===== config.mk =====
export PLATFORM = sky130hd
export DESIGN_NAME = axi_tdd_sequencer_flat
export DESIGN_NICKNAME = d
export VERILOG_FILES = /design/src/rtl/axi_tdd_pkg.sv /design/src/rtl/axi_tdd_sequencer_if.sv /design/src/rtl/axi_tdd_sync_detect.sv /design/src/rtl/axi_tdd_sequencer.sv /design/src/flat_wrapper.sv
export SDC_FILE = /design/constraint.sdc
export NUM_CORES = 1
export LEC_CHECK = 0
export CORE_MARGIN = 1.5
export CORE_UTILIZATION = 35
export DETAILED_ROUTE_END_ITERATION = 12
export GPL_ROUTABILITY_DRIVEN = 1
export GPL_TIMING_DRIVEN = 0
export PLACE_DENSITY = 0.63
export SLEW_MARGIN = 0
export SYNTH_ARGS = -nofsm -noshare
export SYNTH_HDL_FRONTEND = slang
export SYNTH_SLANG_ARGS = --single-unit

===== constraint.sdc =====
create_clock -name clk -period 4.03 [get_ports clk]
set_input_delay 0.403 -clock clk [delete_from_list [all_inputs] [get_ports clk]]
set_output_delay 0.403 -clock clk [all_outputs]
set_load 0.005 [all_outputs]

===== src/rtl/axi_tdd_pkg.sv =====
// Shared TDD types.
// Channels import this package for the sequencer state encoding.
package axi_tdd_pkg;

   typedef enum logic [1:0] {
      IDLE    = 2'd0,
      ARMED   = 2'd1,
      WAITING = 2'd2,
      RUNNING = 2'd3
   } state_t;

endpackage


===== src/rtl/axi_tdd_sequencer_if.sv =====
// Frame timing bus from the sequencer to every TDD channel.
// The sequencer drives it as master; channels listen as slave.
interface axi_tdd_sequencer_if #(
   parameter int REGISTER_WIDTH = 32
);
   import axi_tdd_pkg::*;

   logic                      tdd_enable;
   state_t                    tdd_cstate;
   logic [REGISTER_WIDTH-1:0] tdd_counter;
   logic                      tdd_endof_frame;
   logic                      tdd_sync_out;

   modport master (
      output tdd_enable,
      output tdd_cstate,
      output tdd_counter,
      output tdd_endof_frame,
      output tdd_sync_out
   );

   modport slave (
      input tdd_enable,
      input tdd_cstate,
      input tdd_counter,
      input tdd_endof_frame,
      input tdd_sync_out
   );

endinterface


===== src/rtl/axi_tdd_sync_detect.sv =====
// External sync conditioning: optional 2-FF synchronizer
// followed by a registered rising-edge detector.
module axi_tdd_sync_detect #(
   parameter int SYNC_EXT_CDC = 1
) (
   input  logic clk,
   input  logic resetn,
   input  logic sync_ext,
   output logic sync_pulse
);

   logic sync_s;
   logic sync_q;

   generate
      if (SYNC_EXT_CDC != 0) begin : g_cdc
         logic [1:0] meta;

         always_ff @(posedge clk or negedge resetn) begin
            if (!resetn) begin
               meta <= 2'b00;
            end else begin
               meta <= {meta[0], sync_ext};
            end
         end

         assign sync_s = meta[1];
      end else begin : g_nocdc
         assign sync_s = sync_ext;
      end
   endgenerate

   always_ff @(posedge clk or negedge resetn) begin
      if (!resetn) begin
         sync_q     <= 1'b0;
         sync_pulse <= 1'b0;
      end else begin
         sync_q     <= sync_s;
         sync_pulse <= sync_s & ~sync_q;
      end
   end

endmodule


===== src/rtl/axi_tdd_sequencer.sv =====
// TDD frame timing engine: state machine, frame counter,
// start-up delay, burst count and sync triggering.
module axi_tdd_sequencer #(
   parameter int REGISTER_WIDTH    = 32,
   parameter int BURST_COUNT_WIDTH = 32,
   parameter int SYNC_EXT_CDC      = 1
) (
   input  logic                         clk,
   input  logic                         resetn,
   input  logic                         asy_enable,
   input  logic                         asy_sync_int,
   input  logic                         asy_sync_reset,
   input  logic [REGISTER_WIDTH-1:0]    asy_startup_delay,
   input  logic [REGISTER_WIDTH-1:0]    asy_frame_length,
   input  logic [BURST_COUNT_WIDTH-1:0] asy_burst_count,
   input  logic                         sync_ext,
   input  logic                         sync_soft,
   axi_tdd_sequencer_if.master          tdd
);
   import axi_tdd_pkg::*;

   localparam int RW = REGISTER_WIDTH;
   localparam int BW = BURST_COUNT_WIDTH;
   localparam logic [RW-1:0] R_ONE = RW'(1);
   localparam logic [BW-1:0] B_ONE = BW'(1);

   state_t          state_q, state_d;
   logic [RW-1:0]   cnt_q, cnt_d;
   logic [BW-1:0]   rem_q, rem_d;
   logic [RW-1:0]   dly_q;
   logic [RW-1:0]   len_q;
   logic [BW-1:0]   burst_q;
   logic            enable_q;
   logic            eof_q, eof_d;
   logic            sync_q, sync_d;
   logic            intp_q, intp_d;
   logic            capture;
   logic            restart;
   logic            trigger;
   logic            ext_pulse;
   logic            wait_last;
   logic            frame_last;

   axi_tdd_sync_detect #(
      .SYNC_EXT_CDC (SYNC_EXT_CDC)
   ) u_sync_detect (
      .clk        (clk),
      .resetn     (resetn),
      .sync_ext   (sync_ext),
      .sync_pulse (ext_pulse)
   );

   assign trigger    = intp_q | ext_pulse | sync_soft;
   assign wait_last  = (cnt_q == dly_q - R_ONE);
   assign frame_last = (cnt_q == len_q - R_ONE);

   always_comb begin
      state_d = state_q;
      cnt_d   = cnt_q;
      rem_d   = rem_q;
      sync_d  = 1'b0;
      intp_d  = 1'b0;
      capture = 1'b0;
      restart = 1'b0;
      if (!enable_q) begin
         state_d = IDLE;
         cnt_d   = '0;
      end else begin
         unique case (state_q)
            IDLE: begin
               state_d = ARMED;
               cnt_d   = '0;
               capture = 1'b1;
               intp_d  = asy_sync_int;
            end
            ARMED: begin
               cnt_d   = '0;
               restart = trigger;
            end
            WAITING: begin
               if (trigger && asy_sync_reset) begin
                  restart = 1'b1;
               end else if (wait_last) begin
                  state_d = RUNNING;
                  cnt_d   = '0;
               end else begin
                  cnt_d = cnt_q + R_ONE;
               end
            end
            RUNNING: begin
               if (trigger && asy_sync_reset) begin
                  restart = 1'b1;
               end else if (frame_last) begin
                  cnt_d = '0;
                  // burst_q == 0 means free-running
                  if (burst_q != '0) begin
                     rem_d = rem_q - B_ONE;
                     if (rem_q == B_ONE) begin
                        state_d = ARMED;
                     end
                  end
               end else begin
                  cnt_d = cnt_q + R_ONE;
               end
            end
            default: begin
               state_d = IDLE;
               cnt_d   = '0;
            end
         endcase
         if (restart) begin
            state_d = (dly_q != '0) ? WAITING : RUNNING;
            cnt_d   = '0;
            rem_d   = burst_q;
            sync_d  = 1'b1;
         end
      end
      eof_d = (state_d == RUNNING) && (cnt_d == len_q - R_ONE);
   end

   always_ff @(posedge clk or negedge resetn) begin
      if (!resetn) begin
         state_q  <= IDLE;
         cnt_q    <= '0;
         rem_q    <= '0;
         enable_q <= 1'b0;
         eof_q    <= 1'b0;
         sync_q   <= 1'b0;
         intp_q   <= 1'b0;
      end else begin
         state_q  <= state_d;
         cnt_q    <= cnt_d;
         rem_q    <= rem_d;
         enable_q <= asy_enable;
         eof_q    <= eof_d;
         sync_q   <= sync_d;
         intp_q   <= intp_d;
      end
   end

   // Config is quasi-static and only sampled on arm.
   always_ff @(posedge clk or negedge resetn) begin
      if (!resetn) begin
         dly_q   <= '0;
         len_q   <= '0;
         burst_q <= '0;
      end else if (capture) begin
         dly_q   <= asy_startup_delay;
         len_q   <= (asy_frame_length == '0) ? R_ONE
                                             : asy_frame_length;
         burst_q <= asy_burst_count;
      end
   end

   assign tdd.tdd_enable      = enable_q;
   assign tdd.tdd_cstate      = state_q;
   assign tdd.tdd_counter     = cnt_q;
   assign tdd.tdd_endof_frame = eof_q;
   assign tdd.tdd_sync_out    = sync_q;

endmodule


===== src/flat_wrapper.sv =====
// flat-port wrapper written by rule: the top's interface ports become plain ports
module axi_tdd_sequencer_flat import axi_tdd_pkg::*;
#(
   parameter int REGISTER_WIDTH    = 32,
   parameter int BURST_COUNT_WIDTH = 32,
   parameter int SYNC_EXT_CDC      = 1
)
  (clk, resetn, asy_enable, asy_sync_int, asy_sync_reset, asy_startup_delay, asy_frame_length, asy_burst_count, sync_ext, sync_soft, tdd_tdd_enable, tdd_tdd_cstate, tdd_tdd_counter, tdd_tdd_endof_frame, tdd_tdd_sync_out);
  axi_tdd_sequencer_if #(.REGISTER_WIDTH(REGISTER_WIDTH)) tdd_i ();
  input  logic clk;
  input  logic resetn;
  input  logic asy_enable;
  input  logic asy_sync_int;
  input  logic asy_sync_reset;
  input  logic [REGISTER_WIDTH-1:0] asy_startup_delay;
  input  logic [REGISTER_WIDTH-1:0] asy_frame_length;
  input  logic [BURST_COUNT_WIDTH-1:0] asy_burst_count;
  input  logic sync_ext;
  input  logic sync_soft;
  output wire logic [$bits(tdd_i.tdd_enable)-1:0] tdd_tdd_enable;
  output wire logic [$bits(tdd_i.tdd_cstate)-1:0] tdd_tdd_cstate;
  output wire logic [$bits(tdd_i.tdd_counter)-1:0] tdd_tdd_counter;
  output wire logic [$bits(tdd_i.tdd_endof_frame)-1:0] tdd_tdd_endof_frame;
  output wire logic [$bits(tdd_i.tdd_sync_out)-1:0] tdd_tdd_sync_out;
  assign tdd_tdd_enable = tdd_i.tdd_enable;
  assign tdd_tdd_cstate = tdd_i.tdd_cstate;
  assign tdd_tdd_counter = tdd_i.tdd_counter;
  assign tdd_tdd_endof_frame = tdd_i.tdd_endof_frame;
  assign tdd_tdd_sync_out = tdd_i.tdd_sync_out;
  axi_tdd_sequencer #(.REGISTER_WIDTH(REGISTER_WIDTH), .BURST_COUNT_WIDTH(BURST_COUNT_WIDTH), .SYNC_EXT_CDC(SYNC_EXT_CDC)) u_core (.clk(clk), .resetn(resetn), .asy_enable(asy_enable), .asy_sync_int(asy_sync_int), .asy_sync_reset(asy_sync_reset), .asy_startup_delay(asy_startup_delay), .asy_frame_length(asy_frame_length), .asy_burst_count(asy_burst_count), .sync_ext(sync_ext), .sync_soft(sync_soft), .tdd(tdd_i));
endmodule

Word level (Yosys, flattened, before mapping) --
Cells that the tools add are included.
Word-level totals: register bits 170, latch bits 0, bits in writable memories 0, ROM bits 0, output and inout bits 37, word-level logic and storage cells 74, memories kept 0
Operators by class: add/subtract/negate cells 4, $mul 0, divide/modulo/power cells 0, $lt $le $gt $ge 0, eq/ne operators 9, shift-type cells 0, multiplexer cells 32, bitwise operators 4, reduce and logical (&&, ||, !) cells 12
Operators with widths (count):
- $mux W32 | 12
- $eq A32 B32 Y1 | 3
- $pmux W32 S3 | 1
- $sub A32 B1 Y32 const B | 3
- $reduce_bool A32 Y1 | 2
- $add A32 B1 Y32 const B | 1
- $eq A32 B1 Y1 const B | 1
- $logic_not A32 Y1 | 1
- $mux W2 | 8
- $mux W1 | 9
- $eq A2 B2 Y1 const B | 3
- $pmux W2 S3 | 1
- $reduce_bool A2 Y1 | 3
- $reduce_and A5 Y1 | 1
- $reduce_or A2 Y1 | 2
- $eq A2 B1 Y1 const B | 1
- $logic_and A1 B1 Y1 | 2
- $logic_not A2 Y1 | 1
- $ne A2 B2 Y1 const B | 1
- $or A1 B1 Y1 | 2
- $pmux W1 S2 | 1
- $and A1 B1 Y1 | 1
- $not A1 Y1 | 1

Depth between registers and ports, before layout --
Gate-level depths: netlist of the first run.
depth in word-level cells 10, depth in mapped cells 18, gate-level depth less buffers 14

By module --
A second synthesis of the first run with hierarchy kept.
Unflattened totals: cell total of the unflattened synthesis 1313, area total of the unflattened synthesis 11567.3 um2
By module, submodules not included:
- axi_tdd_sequencer | instances 1, cells each 1308, area each 11453.5 um2, seq. area each 4154.0 um2
- axi_tdd_sync_detect | instances 1, cells each 5, area each 113.9 um2, seq. area each 100.1 um2

Worst setup path after synthesis of the first run --
Ideal clock, no wire load.
path type register to register, start register u_core.len_q[11], end register u_core.eof_q, in the netlist u_core.tdd.tdd_endof_frame, data arrival time 4.174 ns, data required time 3.934 ns, setup slack -0.239 ns, stages on the path, launching flop included 16, buffers on the path 3, period minus slack after synthesis 4.269 ns, cell sequence dfrtp_1 buf_6 or4_4 or4_4 buf_2 nor4_1 xnor2_1 xnor2_1 a2111oi_0 and3_1 nand2b_1 buf_6 a211oi_2 o2111ai_1 or4b_1 nor4_2
On the way: word-level cells in the longest chain between the ends 9, elaborated cells between the ends (all ways) 15, those cells by class add/sub: 1; eq/ne: 3; mux: 10; reduce/logical: 1
RTL lines:
- start, declared | RTL line axi_tdd_sequencer.sv:31 | logic [RW-1:0] len_q;
- start signal, assigned | RTL line axi_tdd_sequencer.sv:149 | len_q <= (asy_frame_length == '0) ? R_ONE
- $sub A32 B1 Y32 * | RTL line axi_tdd_sequencer.sv:55, axi_tdd_sequencer.sv:118
- $eq A32 B32 Y1 | RTL line axi_tdd_sequencer.sv:55 | assign frame_last = (cnt_q == len_q - R_ONE);
- $mux W32 or $mux W2 (tied branches) | RTL line axi_tdd_sequencer.sv:93 | end else if (frame_last) begin
- $mux W32 or $mux W2 (tied branches) | RTL line axi_tdd_sequencer.sv:91 | if (trigger && asy_sync_reset) begin
- $pmux W32 S3 or $pmux W2 S3 (tied branches) | RTL line axi_tdd_sequencer.sv:69 | unique case (state_q)
- $mux W32 or $mux W2 (tied branches) | RTL line axi_tdd_sequencer.sv:111 | if (restart) begin
- $mux W32 or $mux W2 (tied branches) | RTL line axi_tdd_sequencer.sv:65 | if (!enable_q) begin
- $eq A32 B32 Y1 or $eq A2 B2 Y1 (tied branches) | RTL line axi_tdd_sequencer.sv:118 | eof_d = (state_d == RUNNING) && (cnt_d == len_q - R_ONE);
- $logic_and A1 B1 Y1 * | RTL line axi_tdd_sequencer.sv:118
- named net u_core.eof_d | RTL line axi_tdd_sequencer.sv:34 | logic eof_q, eof_d;
- end signal, assigned | RTL line axi_tdd_sequencer.sv:135 | eof_q <= eof_d;
- end, declared | RTL line axi_tdd_sequencer.sv:34
Mark *: on every way through the listed nets, which the timed path passes. The rest lies on a longest branch. A chain may end at the register's enable or synchronous reset.

Worst setup path in the final report of the first run --
start register u_core.dly_q[11], end register u_core.eof_q, in the netlist u_core.tdd.tdd_endof_frame
On the way: word-level cells in the longest chain between the ends 9, elaborated cells between the ends (all ways) 17, those cells by class add/sub: 1; eq/ne: 3; mux: 11; reduce/logical: 2
RTL lines:
- start, declared | RTL line axi_tdd_sequencer.sv:30 | logic [RW-1:0] dly_q;
- start signal, assigned | RTL line axi_tdd_sequencer.sv:148 | dly_q <= asy_startup_delay;
- $sub A32 B1 Y32 | RTL line axi_tdd_sequencer.sv:54 | assign wait_last = (cnt_q == dly_q - R_ONE);
- $eq A32 B32 Y1 | RTL line axi_tdd_sequencer.sv:54
- $mux W32 or $mux W2 (tied branches) | RTL line axi_tdd_sequencer.sv:83 | end else if (wait_last) begin
- $mux W32 or $mux W2 (tied branches) | RTL line axi_tdd_sequencer.sv:81 | if (trigger && asy_sync_reset) begin
- $pmux W32 S3 or $pmux W2 S3 (tied branches) | RTL line axi_tdd_sequencer.sv:69
- $mux W32 or $mux W2 (tied branches) | RTL line axi_tdd_sequencer.sv:111
- $mux W32 or $mux W2 (tied branches) | RTL line axi_tdd_sequencer.sv:65
- $eq A32 B32 Y1 or $eq A2 B2 Y1 (tied branches) | RTL line axi_tdd_sequencer.sv:118
- $logic_and A1 B1 Y1 * | RTL line axi_tdd_sequencer.sv:118
- named net u_core.eof_d | RTL line axi_tdd_sequencer.sv:34
Marked as above.

==> metrics.txt, run 1 <==
Hold Path Depth 0; DR WL/cell 20.9 um; Buf+Inv Stages, Crit Path 1; sum of net half-perimeters after detailed placement 29,300 um; root buf cell sky130_fd_sc_hd__clkbuf_16; number of enable flip-flop cells after synthesis 0; failing checks negative setup slack; endpoint required time on the critical path 4.39 ns; Initial Utilization 35.6%; Max Slew Vio Count 0; pin count of the biggest net entering global routing 90; leading post-synthesis cells by cell area sky130_fd_sc_hd__dfrtp_1 (38%), sky130_fd_sc_hd__mux2_2 (8.6%), sky130_fd_sc_hd__xnor2_1 (6.0%); Post-layout nets 1,545; 1st-pass router iterations 5; sequential element share of the synthesized area 37.8%; GRT busiest layer met2; series of cell instances along the critical path or4_4, or4_4, or4_4, and4_4, a2111oi_4, a22oi_2, nand3b_1, buf_4, a41oi_1, a211oi_4, o2111ai_2, or4b_4, nor4_2; arrival time worst endpoint 4.90 ns; Clock Pin Slew Worst Setup and Hold Paths 0.07 ns; CTS Buf Count 17; M1 GR Usage 28.8%; nature of the critical path startpoint flip-flop; Crit path largest cell delay 0.60 ns; wire length of the first global-routing pass 59,900 um; clock tree skew after final layout 0.0135 ns; initial antenna violation count 0; maximum clock path buffer count 2; GPL Wtd Cong 0.904; TritonCTS clock tree built; end-of-flow core utilization 46.0%; number of port buffers 139; fraction of layout cells with a size suffix above 1 17.8%; Post-Place Cell Area 0.0132 mm^2; total number of cells along the worst setup path 13; GRT met2 Usage 38.8%; overall global routing resource usage 23.6%; number of max-cap violations 0; met3 Usage GRT 6.01%; via count of the first global-routing pass 10,600; warning count from the yosys run 0; die area 0.0332 mm^2; path depth of the worst reg2reg path 13; maximum frequency from static timing analysis 0.220 GHz; family with the most delay on the worst path simple AND/OR/NAND/NOR gates; number of primary I/O pins 140; Synth area leader sky130_fd_sc_hd__dfrtp_1; syn nets 1,366; synthesized area per cell 8.94 um^2; power density of the placed cells 475 mW/mm^2; H-tree levels 4; #FFs+latches synth 170; leak pwr 5.42 nW; largest fanout of any net on the critical path 6; fraction of the cycle the final worst path needs 113%; area added between synthesis and finish 29.4%; remaining global-route overflow 0; hold violation count in the final report 0; highest-delay cell along the critical path sky130_fd_sc_hd__or4_4; type of the worst setup path flip-flop to flip-flop; top cell type's share of synthesized area 37.8%; Setup-failing EPs final 6; setup slack of the critical path after layout -0.509 ns; area of the core region 0.0316 mm^2; Post-Route WL 38,700 um; horizontal die dimension 182 um; share of synthesized flip-flops with an asynchronous set or reset 100%; Vias/cell 5.82; Worst IR Drop VDD 333 uV; mapped cell area 0.0112 mm^2; Setup WS pre-CTS -1.48 ns; final critical path time including I/O delays and setup 4.54 ns; actual transition at the worst max-transition pin 0.982 ns; DRC violation count after routing 0; outcome finished with violations; post-route setup TNS -0.559 ns; Antenna Cells 0; crit end category flip-flop; vias after detailed routing 10,800; Clk Latency, worst-skew pair 0.46 ns; kind of path behind the tightest hold check flip-flop to flip-flop; Most used DFF post-synth sky130_fd_sc_hd__dfrtp_1; RSZ-0062 raised after global routing yes; remaining max-slew budget at the tightest pin 34.5%; number of instances in the synthesized netlist 1,258; post-synth cell types 74; iteration-0 DRC count of the detailed router 875; Num Clock Sinks 170; antenna violation net count after detailed routing 0; number of rows in the core area 65; most prevalent standard cell on the critical path sky130_fd_sc_hd__or4_4; post-route cell area 0.0146 mm^2; Total Power 6.91 mW; die extent in y 182 um
[cells by family (layout without fill, tap and decap cells)]
family          count (synthesis)  count (layout)  synth area share, %
compound gates                240             240                 13.3
xor+xnor                      130             130                 10.2
fa+ha+maj                       5               5                0.556
buf+inv                       115             307                 4.04
flops                         170             170                 37.8
mux                            99              99                 9.77
simple gates                  499             499                 24.3
[final timing paths]
check / from / to / slack [ns]
max: u_core.dly_q[11] / u_core.tdd.tdd_endof_frame / -0.51
min: u_core.u_sync_detect.g_cdc.meta[0] / u_core.u_sync_detect.g_cdc.meta[1] / 0.35
max reg2reg: u_core.dly_q[11] / u_core.tdd.tdd_endof_frame / -0.51
min reg2reg: u_core.u_sync_detect.g_cdc.meta[0] / u_core.u_sync_detect.g_cdc.meta[1] / 0.35
max in group asynchronous: resetn / u_core.burst_q[19] / 2.66
min in group asynchronous: resetn / u_core.dly_q[5] / 0.49
[stage by stage]
step | hold slack, ns | std cells
2_1_floorplan | 0.107 | 1258
3_3_place_gp | 0.335 | 1799
3_5_place_dp | 0.341 | 1800
4_1_cts | 0.357 | 1840
5_1_grt | 0.367 | 1852
6_report | 0.353 | 1852
[Yosys cell counts, drive strengths merged, types with 20 or more instances]
cell type,number
dfrtp,170
nor2,110
mux2,86
xnor2,77
nand2,75
clkbuf,74
o21ai,74
a21oi,65
nor4,59
xor2,52
nor3,47
nand3,36
inv,31
nand4,31
or3,20
or4,20
[layer usage]
metal  share of wire, %  vias to the layer above  wire length (um)
met1                 41                     5305             16100
met2                 47                      410             18300
met5                  0                        -                 0
li1                   -                     4972                 -
met3                7.0                       86              2730
met4                4.3                        0              1680
[layout make-up]
| class | count | area (um^2) |
|---|---|---|
| fillers | 3062 | 17100 |
| clock buffers | 18 | 429 |
| well taps | 402 | 503 |
| repair buffers | 166 | 1690 |
| multi-input cells | 973 | 6990 |
| clock inverters | 14 | 150 |
| plain buffers | 78 | 415 |
| inverters | 31 | 116 |
| flip-flops and latches | 170 | 4260 |
[state kept, by name, indices dropped and copies added, names as in the netlist]
signal and cells:
u_core.tdd.tdd_endof_frame 1, u_core.intp_q 1, u_core.u_sync_detect.sync_q 1, u_core.u_sync_detect.sync_pulse 1, u_core.burst_q 32, u_core.u_sync_detect.g_cdc.meta 2
u_core.tdd.tdd_enable 1, u_core.rem_q 32, u_core.tdd.tdd_sync_out 1, u_core.dly_q 32, u_core.tdd.tdd_counter 32, u_core.tdd.tdd_cstate 2
u_core.len_q 32
[where the power goes]
group | switching, mW | leakage, nW | internal (mW)
combinational | 1.36 | 3.05 | 1.14
sequential | 0.575 | 2.09 | 2.16
clock | 0.794 | 0.282 | 0.878
[cells in the final DEF, fill, tap and decap left out, types with 23 or more instances in the layout]
cell and n:
sky130_fd_sc_hd__a21oi_1 59, sky130_fd_sc_hd__clkbuf_1 61, sky130_fd_sc_hd__clkdlybuf4s50_1 138, sky130_fd_sc_hd__dfrtp_1 164
sky130_fd_sc_hd__inv_1 31, sky130_fd_sc_hd__mux2_2 86, sky130_fd_sc_hd__nand2_1 72, sky130_fd_sc_hd__nand3_1 35
sky130_fd_sc_hd__nand4_1 31, sky130_fd_sc_hd__nor2_1 106, sky130_fd_sc_hd__nor3_1 40, sky130_fd_sc_hd__nor4_1 46
sky130_fd_sc_hd__o21ai_0 39, sky130_fd_sc_hd__o21ai_1 23, sky130_fd_sc_hd__xnor2_1 73, sky130_fd_sc_hd__xor2_1 51
[timing repair]
| action | 4_1_cts | 5_1_grt |
|---|---|---|
| setup endpoints to repair | 66 | 57 |
| cloned | 2 | 3 |
| resized for setup | 73 | 94 |
| buffers inserted | 10 | 10 |
| hold buffers | 1 | 0 |
| hold endpoints to repair | 81 | 0 |
| pin swaps | 13 | 23 |
Power figures use the tool's default switching activity.
==> run 2: changes to the inputs <==
--- a/config.mk
+++ b/config.mk
@@ -6,11 +6,13 @@
 export NUM_CORES = 1
 export LEC_CHECK = 0
 export CORE_MARGIN = 1.5
-export CORE_UTILIZATION = 35
+export CORE_UTILIZATION = 45
+export CTS_CLUSTER_SIZE = 8
 export DETAILED_ROUTE_END_ITERATION = 12
 export GPL_ROUTABILITY_DRIVEN = 1
 export GPL_TIMING_DRIVEN = 0
-export PLACE_DENSITY = 0.63
+export HOLD_SLACK_MARGIN = 0.03
+export PLACE_DENSITY = 0.75
 export SLEW_MARGIN = 0
 export SYNTH_ARGS = -nofsm -noshare
 export SYNTH_HDL_FRONTEND = slang
==> run 2 against run 1 <==
  * The run still ends with negative setup slack left
  * Final cell count fell by 3.0%
  * Non-clock buffer count up 22
  * Critical path depth up 2
  * Clock power rose by 5%
  * Die area down 22%
  * Maximum frequency fell by 2.2%
  * Global-route usage rose by 6.1 points
  * Clock skew grew 0.0024 ns
  * Sequential power is essentially flat
  * First-iteration DRC count is 20% higher
  * Final area increased by 2.1%
  * Wire length grew 1.0%
  * Critical path type unchanged
  * Largest power group unchanged
==> metrics.txt, run 2 (same netlist as run 1, synthesis figures left out) <==
power density of the placed cells 481 mW/mm^2 (+1.4%); 1st-pass router iterations 5 (unchanged); outcome finished with violations; fraction of the cycle the final worst path needs 115% (+2.6 points); Num Clock Sinks 170 (unchanged); Buf+Inv Stages, Crit Path 3 (+2); area added between synthesis and finish 32.1%; maximum clock path buffer count 2 (unchanged); remaining global-route overflow 0 (unchanged); family with the most delay on the worst path simple AND/OR/NAND/NOR gates; die extent in y 161 um (-12%); fin cells 1,796 (-3.0%); highest-delay cell along the critical path sky130_fd_sc_hd__or4_4; vias after detailed routing 11,100 (+3.0%); DRC violation count after routing 0 (unchanged); end-of-flow core utilization 60.9% (+15 points); Worst IR Drop VDD 309 uV (-7.2%); CTS Buf Count 17 (unchanged); Post-Route WL 39,100 um (+1.0%); nature of the critical path startpoint flip-flop; post-route cell area 0.0149 mm^2 (+2.1%); number of port buffers 139 (unchanged); type of the worst setup path flip-flop to flip-flop; final critical path time including I/O delays and setup 4.64 ns (+0.104 ns); crit end category flip-flop; number of rows in the core area 57 (-12%); DR WL/cell 21.8 um (+4.2%); hold violation count in the final report 0 (unchanged); number of max-cap violations 0 (unchanged); series of cell instances along the critical path or4_4, or4_4, buf_4, nor3_4, o2111ai_1, or4_4, nor4_4, nand4_1, nand3_4, buf_4, buf_4, o211a_1, o22ai_1, or4b_4, nor4_4; actual transition at the worst max-transition pin 0.962 ns (-0.0202 ns); Setup-failing EPs final 28 (+22); remaining max-slew budget at the tightest pin 35.9% (+1.3 points); sum of net half-perimeters after detailed placement 28,500 um (-2.6%); overall global routing resource usage 29.7% (+6.1 points); most common cell after layout, fill and taps aside sky130_fd_sc_hd__dfrtp_1; initial antenna violation count 0 (unchanged); Clk Latency, worst-skew pair 0.45 ns (about the same); Crit path largest cell delay 0.56 ns (-0.04 ns); largest fanout of any net on the critical path 6 (unchanged); number of primary I/O pins 140 (unchanged); Max Slew Vio Count 0 (unchanged); maximum frequency from static timing analysis 0.215 GHz (-2.2%); Vias/cell 6.18 (+6.2%); Initial Utilization 46.1% (+11 points); wire length of the first global-routing pass 59,500 um (-0.81%); Post-layout nets 1,567 (+1.4%); kind of path behind the tightest hold check flip-flop to flip-flop; Antenna Cells 0 (unchanged); RSZ-0062 raised after global routing yes; die area 0.0260 mm^2 (-22%); arrival time worst endpoint 4.99 ns (+0.09 ns); horizontal die dimension 161 um (-12%); H-tree levels 4 (unchanged); clock tree skew after final layout 0.0158 ns (+0.00236 ns); TritonCTS clock tree built; Post-Place Cell Area 0.0131 mm^2 (-0.70%); endpoint required time on the critical path 4.38 ns (about the same); pin count of the biggest net entering global routing 104 (+16%); commonest non-fill, non-tap cells in the layout sky130_fd_sc_hd__dfrtp_1 (162), sky130_fd_sc_hd__clkdlybuf4s50_1 (138), sky130_fd_sc_hd__nor2_1 (92); iteration-0 DRC count of the detailed router 1,054 (+20%); antenna violation net count after detailed routing 0 (unchanged); GPL Wtd Cong 0.973 (+7.6%); leak pwr 5.59 nW (+3.1%); via count of the first global-routing pass 10,600 (-0.58%); number of placed instances with taps included 1,723 (-4.3%); failing checks negative setup slack; Clock Pin Slew Worst Setup and Hold Paths 0.08 ns (about the same); root buf cell sky130_fd_sc_hd__clkbuf_16; fraction of layout cells with a size suffix above 1 21.3% (+3.5 points); Total Power 7.15 mW (+3.5%); area of the core region 0.0244 mm^2 (-23%); setup slack of the critical path after layout -0.613 ns (-0.104 ns)
## run 2: cell types whose count changed in the layout (fill, tap and decap cells not counted), moves of 7 or more
cell,previous run,this run
sky130_fd_sc_hd__a21oi_1,59,49
sky130_fd_sc_hd__a21oi_2,6,14
sky130_fd_sc_hd__buf_4,19,26
sky130_fd_sc_hd__buf_6,9,19
sky130_fd_sc_hd__nor2_1,106,92
sky130_fd_sc_hd__nor2_2,3,15
## run 2: report_power, final
| part | switching [mW] | leakage [nW] | total [mW] | internal (mW) |
|---|---|---|---|---|
| Combinational | 1.45 | 3.20 | 2.66 | 1.20 |
| Sequential | 0.577 | 2.08 | 2.73 | 2.15 |
| Clock | 0.895 | 0.304 | 1.76 | 0.869 |
| Total | 2.93 | 5.59 | 7.15 | 4.23 |
## run 2: area by class of cell
type / instances / area [um^2]
Buffer: 79 / 439
Timing Repair Buffer: 187 / 1860
Clock buffer: 17 / 425
Clock inverter: 15 / 201
Fill cell: 2039 / 9530
Multi-Input combinational cell: 973 / 7150
Sequential cell: 170 / 4260
Inverter: 31 / 116
Tap cell: 324 / 405
## run 2: layer usage
metal  track usage [%]  up-vias  wire [um]
met3              5.34      116       3160
met1              38.0     5396      15700
li1                  -     5008          -
met4              14.5        0       1780
met5                 0        -          0
met2              48.5      574      18500
## run 2: path summary, 6_finish.rpt
kind	startpoint	cells after the start	slack [ns]	endpoint
max	u_core.len_q[13]	15	-0.61	u_core.tdd.tdd_endof_frame
min	u_core.u_sync_detect.g_cdc.meta[0]	0	0.36	u_core.u_sync_detect.g_cdc.meta[1]
max reg2reg	u_core.len_q[13]	15	-0.61	u_core.tdd.tdd_endof_frame
min reg2reg	u_core.u_sync_detect.g_cdc.meta[0]	0	0.36	u_core.u_sync_detect.g_cdc.meta[1]
max in group asynchronous	resetn	3	2.59	u_core.rem_q[29]
min in group asynchronous	resetn	2	0.50	u_core.dly_q[6]
## run 2: what timing repair did
item | in CTS | in global routing
hold buffers | 1 | 0
pin swaps | 23 | 29
gates cloned | 4 | 1
endpoints found under the setup margin | 66 | 59
endpoints found under the hold margin | 67 | 0
gates resized for setup | 105 | 128
setup buffers | 24 | 16
## run 2: per-stage QoR
step | hold slack (ns) | setup slack [ns] | setup TNS (ns)
4_1_cts | 0.365 | -0.612 | -0.910
3_3_place_gp | 0.337 | -4.56 | -859.50
5_1_grt | 0.380 | -0.729 | -10.98
3_5_place_dp | 0.346 | -1.56 | -56.57
2_1_floorplan | 0.107 | -0.00310 | -0.00310
6_report | 0.360 | -0.613 | -7.58
